[src/rtl/axi_lite_up_pkg.sv]
// Shared definitions for the AXI4-Lite to up_* bridge: FSM state encodings,
// AXI response codes and the read data returned when a read times out.
package axi_lite_up_pkg;

    typedef enum logic [1:0] {
        W_IDLE = 2'd0,
        W_REQ  = 2'd1,
        W_WAIT = 2'd2,
        W_RESP = 2'd3
    } wr_state_t;

    typedef enum logic [1:0] {
        R_IDLE = 2'd0,
        R_REQ  = 2'd1,
        R_WAIT = 2'd2,
        R_RESP = 2'd3
    } rd_state_t;

    localparam logic [1:0]  RESP_OKAY     = 2'b00;
    localparam logic [1:0]  RESP_SLVERR   = 2'b10;
    localparam logic [31:0] TIMEOUT_RDATA = 32'hDEAD_DEAD;

    // Counter width able to reach cycles-1; never narrower than one bit.
    function automatic int unsigned timer_width(input int unsigned cycles);
        return (cycles > 2) ? $clog2(cycles) : 1;
    endfunction

endpackage

[src/rtl/axi_lite_up_timer.sv]
// Ack-wait timer: cleared when a request is issued, counts while waiting,
// and flags expiry on the last permitted wait cycle.
module axi_lite_up_timer
    import axi_lite_up_pkg::*;
#(
    parameter int unsigned TIMEOUT_CYCLES = 64
) (
    input  logic up_clk,
    input  logic up_rstn,
    input  logic clear,
    input  logic enable,
    output logic expired
);

    localparam int unsigned TW = timer_width(TIMEOUT_CYCLES);
    localparam logic [TW-1:0] LAST = TW'(TIMEOUT_CYCLES - 1);

    logic [TW-1:0] count;

    always_ff @(posedge up_clk) begin
        if (!up_rstn) begin
            count <= '0;
        end else if (clear) begin
            count <= '0;
        end else if (enable) begin
            count <= count + TW'(1);
        end
    end

    assign expired = (count == LAST);

endmodule

[src/rtl/axi_lite_up_bridge.sv]
// AXI4-Lite slave driving the up_* request/acknowledge register bus.
// Independent write and read engines, each bounded by an ack timeout.
module axi_lite_up_bridge
    import axi_lite_up_pkg::*;
#(
    parameter int unsigned ADDR_WIDTH     = 16,
    parameter int unsigned UP_ADDR_WIDTH  = 14,
    parameter int unsigned TIMEOUT_CYCLES = 64
) (
    input  logic                     up_clk,
    input  logic                     up_rstn,

    input  logic                     s_axi_awvalid,
    output logic                     s_axi_awready,
    input  logic [ADDR_WIDTH-1:0]    s_axi_awaddr,
    input  logic                     s_axi_wvalid,
    output logic                     s_axi_wready,
    input  logic [31:0]              s_axi_wdata,
    input  logic [3:0]               s_axi_wstrb,
    output logic                     s_axi_bvalid,
    input  logic                     s_axi_bready,
    output logic [1:0]               s_axi_bresp,

    input  logic                     s_axi_arvalid,
    output logic                     s_axi_arready,
    input  logic [ADDR_WIDTH-1:0]    s_axi_araddr,
    output logic                     s_axi_rvalid,
    input  logic                     s_axi_rready,
    output logic [31:0]              s_axi_rdata,
    output logic [1:0]               s_axi_rresp,

    output logic                     up_wreq,
    output logic [UP_ADDR_WIDTH-1:0] up_waddr,
    output logic [31:0]              up_wdata,
    input  logic                     up_wack,
    output logic                     up_rreq,
    output logic [UP_ADDR_WIDTH-1:0] up_raddr,
    input  logic [31:0]              up_rdata,
    input  logic                     up_rack
);

    wr_state_t w_state;
    rd_state_t r_state;

    logic                     aw_held;
    logic                     w_held;
    logic [UP_ADDR_WIDTH-1:0] awaddr_q;
    logic [31:0]              wdata_q;

    logic w_expired;
    logic r_expired;

    // Byte strobes and byte-offset bits carry no meaning on the word-wide up_* bus.
    logic unused_inputs;
    assign unused_inputs = ^{s_axi_wstrb, s_axi_awaddr[1:0], s_axi_araddr[1:0]};

    logic                     aw_fire;
    logic                     w_fire;
    logic                     aw_held_nx;
    logic                     w_held_nx;
    logic [UP_ADDR_WIDTH-1:0] awaddr_word;
    logic [UP_ADDR_WIDTH-1:0] araddr_word;

    always_comb begin
        aw_fire     = s_axi_awvalid && s_axi_awready;
        w_fire      = s_axi_wvalid && s_axi_wready;
        aw_held_nx  = aw_held || aw_fire;
        w_held_nx   = w_held || w_fire;
        awaddr_word = s_axi_awaddr[ADDR_WIDTH-1:2];
        araddr_word = s_axi_araddr[ADDR_WIDTH-1:2];
    end

    axi_lite_up_timer #(
        .TIMEOUT_CYCLES (TIMEOUT_CYCLES)
    ) u_wr_timer (
        .up_clk  (up_clk),
        .up_rstn (up_rstn),
        .clear   (w_state == W_REQ),
        .enable  (w_state == W_WAIT),
        .expired (w_expired)
    );

    axi_lite_up_timer #(
        .TIMEOUT_CYCLES (TIMEOUT_CYCLES)
    ) u_rd_timer (
        .up_clk  (up_clk),
        .up_rstn (up_rstn),
        .clear   (r_state == R_REQ),
        .enable  (r_state == R_WAIT),
        .expired (r_expired)
    );

    // Write engine. The request is loaded from the live bus when the last
    // half of the AW/W pair arrives in the same cycle it completes the pair.
    always_ff @(posedge up_clk) begin
        if (!up_rstn) begin
            w_state       <= W_IDLE;
            aw_held       <= 1'b0;
            w_held        <= 1'b0;
            awaddr_q      <= '0;
            wdata_q       <= '0;
            s_axi_awready <= 1'b0;
            s_axi_wready  <= 1'b0;
            s_axi_bvalid  <= 1'b0;
            s_axi_bresp   <= '0;
            up_wreq       <= 1'b0;
            up_waddr      <= '0;
            up_wdata      <= '0;
        end else begin
            case (w_state)
                W_IDLE: begin
                    if (aw_fire) begin
                        aw_held  <= 1'b1;
                        awaddr_q <= awaddr_word;
                    end
                    if (w_fire) begin
                        w_held  <= 1'b1;
                        wdata_q <= s_axi_wdata;
                    end
                    if (aw_held_nx && w_held_nx) begin
                        w_state       <= W_REQ;
                        up_wreq       <= 1'b1;
                        up_waddr      <= aw_fire ? awaddr_word : awaddr_q;
                        up_wdata      <= w_fire ? s_axi_wdata : wdata_q;
                        s_axi_awready <= 1'b0;
                        s_axi_wready  <= 1'b0;
                    end else begin
                        s_axi_awready <= !aw_held_nx;
                        s_axi_wready  <= !w_held_nx;
                    end
                end
                W_REQ: begin
                    up_wreq <= 1'b0;
                    w_state <= W_WAIT;
                end
                W_WAIT: begin
                    if (up_wack) begin
                        s_axi_bresp  <= RESP_OKAY;
                        s_axi_bvalid <= 1'b1;
                        w_state      <= W_RESP;
                    end else if (w_expired) begin
                        s_axi_bresp  <= RESP_SLVERR;
                        s_axi_bvalid <= 1'b1;
                        w_state      <= W_RESP;
                    end
                end
                W_RESP: begin
                    if (s_axi_bready) begin
                        s_axi_bvalid  <= 1'b0;
                        aw_held       <= 1'b0;
                        w_held        <= 1'b0;
                        s_axi_awready <= 1'b1;
                        s_axi_wready  <= 1'b1;
                        w_state       <= W_IDLE;
                    end
                end
                default: w_state <= W_IDLE;
            endcase
        end
    end

    always_ff @(posedge up_clk) begin
        if (!up_rstn) begin
            r_state       <= R_IDLE;
            s_axi_arready <= 1'b0;
            s_axi_rvalid  <= 1'b0;
            s_axi_rdata   <= '0;
            s_axi_rresp   <= '0;
            up_rreq       <= 1'b0;
            up_raddr      <= '0;
        end else begin
            case (r_state)
                R_IDLE: begin
                    if (s_axi_arvalid && s_axi_arready) begin
                        s_axi_arready <= 1'b0;
                        up_rreq       <= 1'b1;
                        up_raddr      <= araddr_word;
                        r_state       <= R_REQ;
                    end else begin
                        s_axi_arready <= 1'b1;
                    end
                end
                R_REQ: begin
                    up_rreq <= 1'b0;
                    r_state <= R_WAIT;
                end
                R_WAIT: begin
                    if (up_rack) begin
                        s_axi_rdata  <= up_rdata;
                        s_axi_rresp  <= RESP_OKAY;
                        s_axi_rvalid <= 1'b1;
                        r_state      <= R_RESP;
                    end else if (r_expired) begin
                        s_axi_rdata  <= TIMEOUT_RDATA;
                        s_axi_rresp  <= RESP_SLVERR;
                        s_axi_rvalid <= 1'b1;
                        r_state      <= R_RESP;
                    end
                end
                R_RESP: begin
                    if (s_axi_rready) begin
                        s_axi_rvalid  <= 1'b0;
                        s_axi_arready <= 1'b1;
                        r_state       <= R_IDLE;
                    end
                end
                default: r_state <= R_IDLE;
            endcase
        end
    end

endmodule

[config.mk]
export PLATFORM = sky130hd
export DESIGN_NAME = axi_lite_up_bridge
export DESIGN_NICKNAME = d
export VERILOG_FILES = /design/src/rtl/axi_lite_up_pkg.sv /design/src/rtl/axi_lite_up_timer.sv /design/src/rtl/axi_lite_up_bridge.sv
export SDC_FILE = /design/constraint.sdc
export NUM_CORES = 1
export LEC_CHECK = 0
export BUFFER_PORTS_ARGS = -buffer_cell sky130_fd_sc_hd__clkbuf_2
export CAP_MARGIN = 0
export CORE_ASPECT_RATIO = 1.4
export CORE_MARGIN = 1.5
export CORE_UTILIZATION = 30
export CTS_BUF_LIST = sky130_fd_sc_hd__clkbuf_8
export DETAILED_ROUTE_END_ITERATION = 12
export GPL_TIMING_DRIVEN = 0
export PLACE_DENSITY = 0.61
export SYNTH_ARGS = -nofsm -noshare
export SYNTH_HDL_FRONTEND = slang
export SYNTH_SLANG_ARGS = --single-unit
[constraint.sdc]
create_clock -name up_clk -period 3 [get_ports up_clk]
set_input_delay 0 -clock up_clk [delete_from_list [all_inputs] [get_ports up_clk]]
set_output_delay 0 -clock up_clk [all_outputs]
set_load 0.005 [all_outputs]
Yosys cells after proc, flatten, opt, wreduce, memory -nomap -nowiden --
Index checks and enable logic that the tools add are counted.
Cells by class: $add $sub $neg 2, eq/ne operators 16, mux-type cells 42, bitwise operators 1, reduce and logical (&&, ||, !) cells 34
Operator list (number):
- 32-bit two-way mux | 3
- 2-bit two-way mux | 12
- 1-bit one-hot mux with 2 select lines | 9
- 3-bit AND reduction | 6
- 2-bit one-hot mux with 4 select lines | 2
- 2-bit AND reduction | 8
- 2-bit nonzero test | 8
- 1-bit two-way mux | 15
- 14-bit two-way mux | 1
- 6-bit by 1-bit adder with 6-bit output (second input constant) | 2
- 6-bit == test (second input constant) | 2
- 2-bit != test (second input constant) | 6
- 2-bit == test (second input constant) | 4
- 3-bit != test (second input constant) | 2
- 2-bit by 1-bit == test with 1-bit output (second input constant) | 2
- 1-bit logical AND | 4
- 2-bit logical NOT | 2
- 2-bit OR reduction | 2
- 1-bit logical NOT | 2
- 1-bit logical OR | 2
- 1-bit inverter | 1
Storage, ports and cells: register bits 167, logic and storage cells 116

Longest topological paths before layout --
depth after elaboration 5, gate-level depth with buffers 8, mapped depth without buffers 5

Cells and area by module --
A second synthesis with hierarchy kept.
Unflattened totals: cell total of the unflattened synthesis 747, area, all modules 6800.3 sq um
Modules (own cells, without submodules):
- axi_lite_up_bridge | times used 1, cells an instance 691, area each 6284.8 sq um, seq. area each 3062.9 sq um
- axi_lite_up_timer | times used 2, cells an instance 28, area each 257.7 sq um, seq. area each 120.1 sq um

Least setup slack after synthesis --
No wires, ideal clock.
path kind reg-to-reg, from reg u_rd_timer.count[0], to reg s_axi_rdata[10], setup time 0.119 ns, data arrival time 1.506 ns, required time 2.881 ns, setup slack 1.375 ns, stages on the path, launching flop included 8, period minus slack after synthesis 1.625 ns, path through dfxtp_1 ha_1 and3_1 a31oi_4 nor2b_1 buf_2 buf_6 o221a_2
On the way: word-level cells in the longest chain between the ends 3
Ends and longest elaborated chain:
- start, declared | line axi_lite_up_timer.sv:18 | logic [TW-1:0] count;
- start signal, assigned | line axi_lite_up_timer.sv:26 | count <= count + TW'(1);
- 6-bit == test | line axi_lite_up_timer.sv:30 | assign expired = (count == LAST);
- 2-bit nonzero test (no source line)
- 2-bit AND reduction (no source line)
- end signal, assigned | line axi_lite_up_bridge.sv:189 | s_axi_rdata <= up_rdata;
- end, declared | line axi_lite_up_bridge.sv:29 | output logic [31:0] s_axi_rdata,
No other way between the ends. A chain may end at the register's enable or synchronous reset.

Final worst setup path --
from reg r_state[0], to reg s_axi_rdata[20]
On the way: word-level cells in the longest chain between the ends 2
Ends and longest elaborated chain:
- start, declared | line axi_lite_up_bridge.sv:43 | rd_state_t r_state;
- start signal, assigned | line axi_lite_up_bridge.sv:164 | r_state <= R_IDLE;
- start signal, assigned | line axi_lite_up_bridge.sv:178 | r_state <= R_REQ;
- start signal, assigned | line axi_lite_up_bridge.sv:185 | r_state <= R_WAIT;
- 2-bit == test | line axi_lite_up_bridge.sv:172 | case (r_state)
- 2-bit AND reduction (no source line)
No other way between the ends.

==> flow_summary.json <==
{
  "die_x_um": 131,
  "grt_max_degree": 17,
  "fin_crit_ns": 1.85,
  "hold_viol_final": 0,
  "synth_fa_ha_area_share_pct": 1.83,
  "yosysSeqAreaShare_pct": 48.3,
  "wl_per_cell_um": 15.1,
  "max_freq_mhz": 539,
  "outcome": "complete, no violations",
  "cap_violations": 0,
  "fin_nets": 1209,
  "overflow": 0,
  "antenna_found_initial": 0,
  "syn2layout_area_growth_pct": 40.7,
  "place_hpwl_mm": 15.0,
  "met3_length_mm": 1.19,
  "cts.sinks": 165,
  "ir_worst_vdd_uv": 382,
  "synth-seq-cells": 165,
  "clk_path_buf_depth": 2,
  "p_leak_nw": 4.45,
  "mostFrequentLayoutCells": "nand2_1, clkbuf_2, dfxtp_1",
  "io_pins": 212,
  "cts_tree": "done",
  "top_layer_used": "met4",
  "first_pass_iters": 4,
  "postSynthCellCount": 773,
  "die_area_mm2": 0.0237,
  "max_slew_margin_pct": 52.1,
  "synth_top_family_by_area": "simple AND/OR/NAND/NOR gates",
  "hold_start": "up_rack",
  "port_buffers": 198,
  "grt_usage_pct": 18.3,
  "dp_cells": 1273,
  "synthArstFlopShare_pct": 0,
  "rows": 65,
  "min_period_over_period_pct": 61.8,
  "drive_gt1_share_pct": 25.9,
  "grt_pass1_vias": 6801,
  "rsz0062_at_grt": "no",
  "cts_root_buf": "clkbuf_8",
  "synth-simple-area-share_pct": 21.8,
  "timing.rr.end": "s_axi_rdata[20]",
  "final.setup.tns_ns": 0,
  "avgSynthCellArea_um2": 8.85,
  "p_per_area_mw_per_mm2": 738,
  "r2r-start": "r_state[0]",
  "wirelength_mm": 21.2,
  "worst_pin_slew_ns": 0.718,
  "cts_htree_levels": 4,
  "diodes": 0,
  "yosys-mux-area-fraction_pct": 0.585,
  "finalClockSkew_ns": 0.0149,
  "min_path_cells": 3,
  "dr.first_iter.drc_count": 230,
  "path_clk_slew_ns": 0.09,
  "die_h_um": 182,
  "stdcell_count": 1404,
  "path_class": "flip-flop to flip-flop",
  "wl_met2_mm": 10.7,
  "startpoint_type": "flip-flop",
  "cts_resized": 0,
  "cp_max_fo": 10,
  "worstPathArrival_ns": 2.17,
  "final_common_cell": "nand2_1",
  "hold_path_end": "s_axi_rdata[31]",
  "synth_ff_type": "dfxtp_1",
  "drc": 0,
  "drv_slew": 0,
  "worstPathRequired_ns": 3.32,
  "hp-class": "input port to flip-flop",
  "clk_latency_ns": 0.46,
  "synth-edff-count": 0,
  "setup_viol": 0,
  "synth_compound_area_share_pct": 21.3,
  "yosysWarningCount": 0,
  "gp_congestion": 0.786,
  "vias": 6672,
  "cts_made_buffers": 17,
  "met1_length_mm": 8.77,
  "grt_first_pass_wirelength_mm": 33.9,
  "initial_utilization_pct": 30.5,
  "rrSetupSlack_ns": 1.15,
  "post_drt_via_cell_ratio": 4.75,
  "syn_area_mm2": 0.00684,
  "reg2reg_depth": 6,
  "ant_nets": 0,
  "synth.distinct_cells": 41,
  "yosys.area_share.xor_xnor_pct": 1.02,
  "endpoint_kind": "flip-flop",
  "core_area_mm2": 0.0224
}
==> worst max path at each step <==
stage	startpoint	to	slack (ns)	cells after the start
after floorplan	u_rd_timer.count[0]	s_axi_rdata[10]	1.38	7
after global placement	w_state[1]	wdata_q[22]	1.19	7
after detailed placement	w_state[0]	wdata_q[17]	1.16	7
after CTS	u_rd_timer.count[0]	s_axi_rvalid	1.13	6
after global routing	w_state[1]	wdata_q[23]	0.93	7
final	r_state[0]	s_axi_rdata[20]	1.15	6
==> cells in the mapped netlist (all sizes together), types with 5 or more instances <==
| cell type | n | area [um2] |
|---|---|---|
| nand3 | 97 | 485 |
| nor2b | 5 | 31.3 |
| nand2 | 204 | 766 |
| clkbuf | 37 | 139 |
| buf | 33 | 198 |
| ha | 10 | 125 |
| a21boi | 61 | 458 |
| nand4 | 6 | 37.5 |
| xor2 | 6 | 52.6 |
| a21oi | 8 | 55.1 |
| o22ai | 10 | 62.6 |
| nor2 | 16 | 60.1 |
| dfxtp | 165 | 3300 |
| o211a | 47 | 470 |
| o221a | 25 | 282 |
==> power breakdown <==
| group | internal (mW) | switching (mW) | total (mW) |
|---|---|---|---|
| Clock | 0.855 | 0.875 | 1.73 |
| Sequential | 2.69 | 0.294 | 2.98 |
| Combinational | 1.06 | 1.33 | 2.38 |
| Total | 4.60 | 2.50 | 7.10 |
==> critical path, stage by stage (launching register included) <==
cell and delay [ns]:
dfxtp_1 0.38, inv_1 0.10, ha_1 0.21, buf_2 0.19
nand2_1 0.21, clkbuf_1 0.44, o22ai_1 0.18
==> flip-flops by register name, summed over array words and instances (netlist names), 2 cells and up <==
| name | count |
|---|---|
| up_raddr | 14 |
| up_wdata | 32 |
| s_axi_rdata | 32 |
| awaddr_q | 14 |
| wdata_q | 32 |
| w_state | 2 |
| up_waddr | 14 |
| u_rd_timer.count | 6 |
| r_state | 2 |
| u_wr_timer.count | 6 |
==> through the flow <==
stage | utilization (%) | worst slack (ns) | instance area, um2 | power (mW) | hold slack [ns]
floorplan | - | 1.38 | 6840 | 4.39 | 0.135
global placement | 36.6 | 1.19 | 8210 | 5.30 | 0.236
detailed placement | 36.6 | 1.16 | 8210 | 5.33 | 0.243
CTS | 42.9 | 1.13 | 9620 | 7.19 | 0.0586
global route | 42.9 | 0.926 | 9620 | 7.62 | 0.0921
finish | 42.9 | 1.15 | 9620 | 7.10 | 0.0997
==> final cells by class <==
| type | count | area (um2) |
|---|---|---|
| timing repair buffer | 297 | 1980 |
| multi-input combinational | 535 | 3190 |
| tap | 301 | 377 |
| clock buffer | 18 | 248 |
| sequential | 165 | 3300 |
| fill | 2287 | 12800 |
| clock inverter | 14 | 174 |
| inverter | 4 | 15.0 |
| buffer | 70 | 337 |
==> routing by layer <==
| metal | up-vias | track usage, % |
|---|---|---|
| met5 | - | 0 |
| met4 | 0 | 7.78 |
| met3 | 41 | 4.42 |
| met2 | 211 | 32.7 |
| met1 | 3087 | 20.3 |
| li1 | 3333 | - |
==> cells by family after synthesis <==
| group | Yosys count |
|---|---|
| AND/OR/NAND/NOR | 344 |
| AO/OA/AOI/OAI | 167 |
| adder cells (fa/ha/maj) | 10 |
| other | 1 |
| flip-flops | 165 |
| buffers and inverters | 74 |
| XOR/XNOR | 8 |
| multiplexers | 4 |
==> repair_timing <==
item	in CTS	in global routing
hold buffers	99	0
endpoints found under the hold margin	147	0
setup buffers	0	0
(Power assumes the default switching activity.)
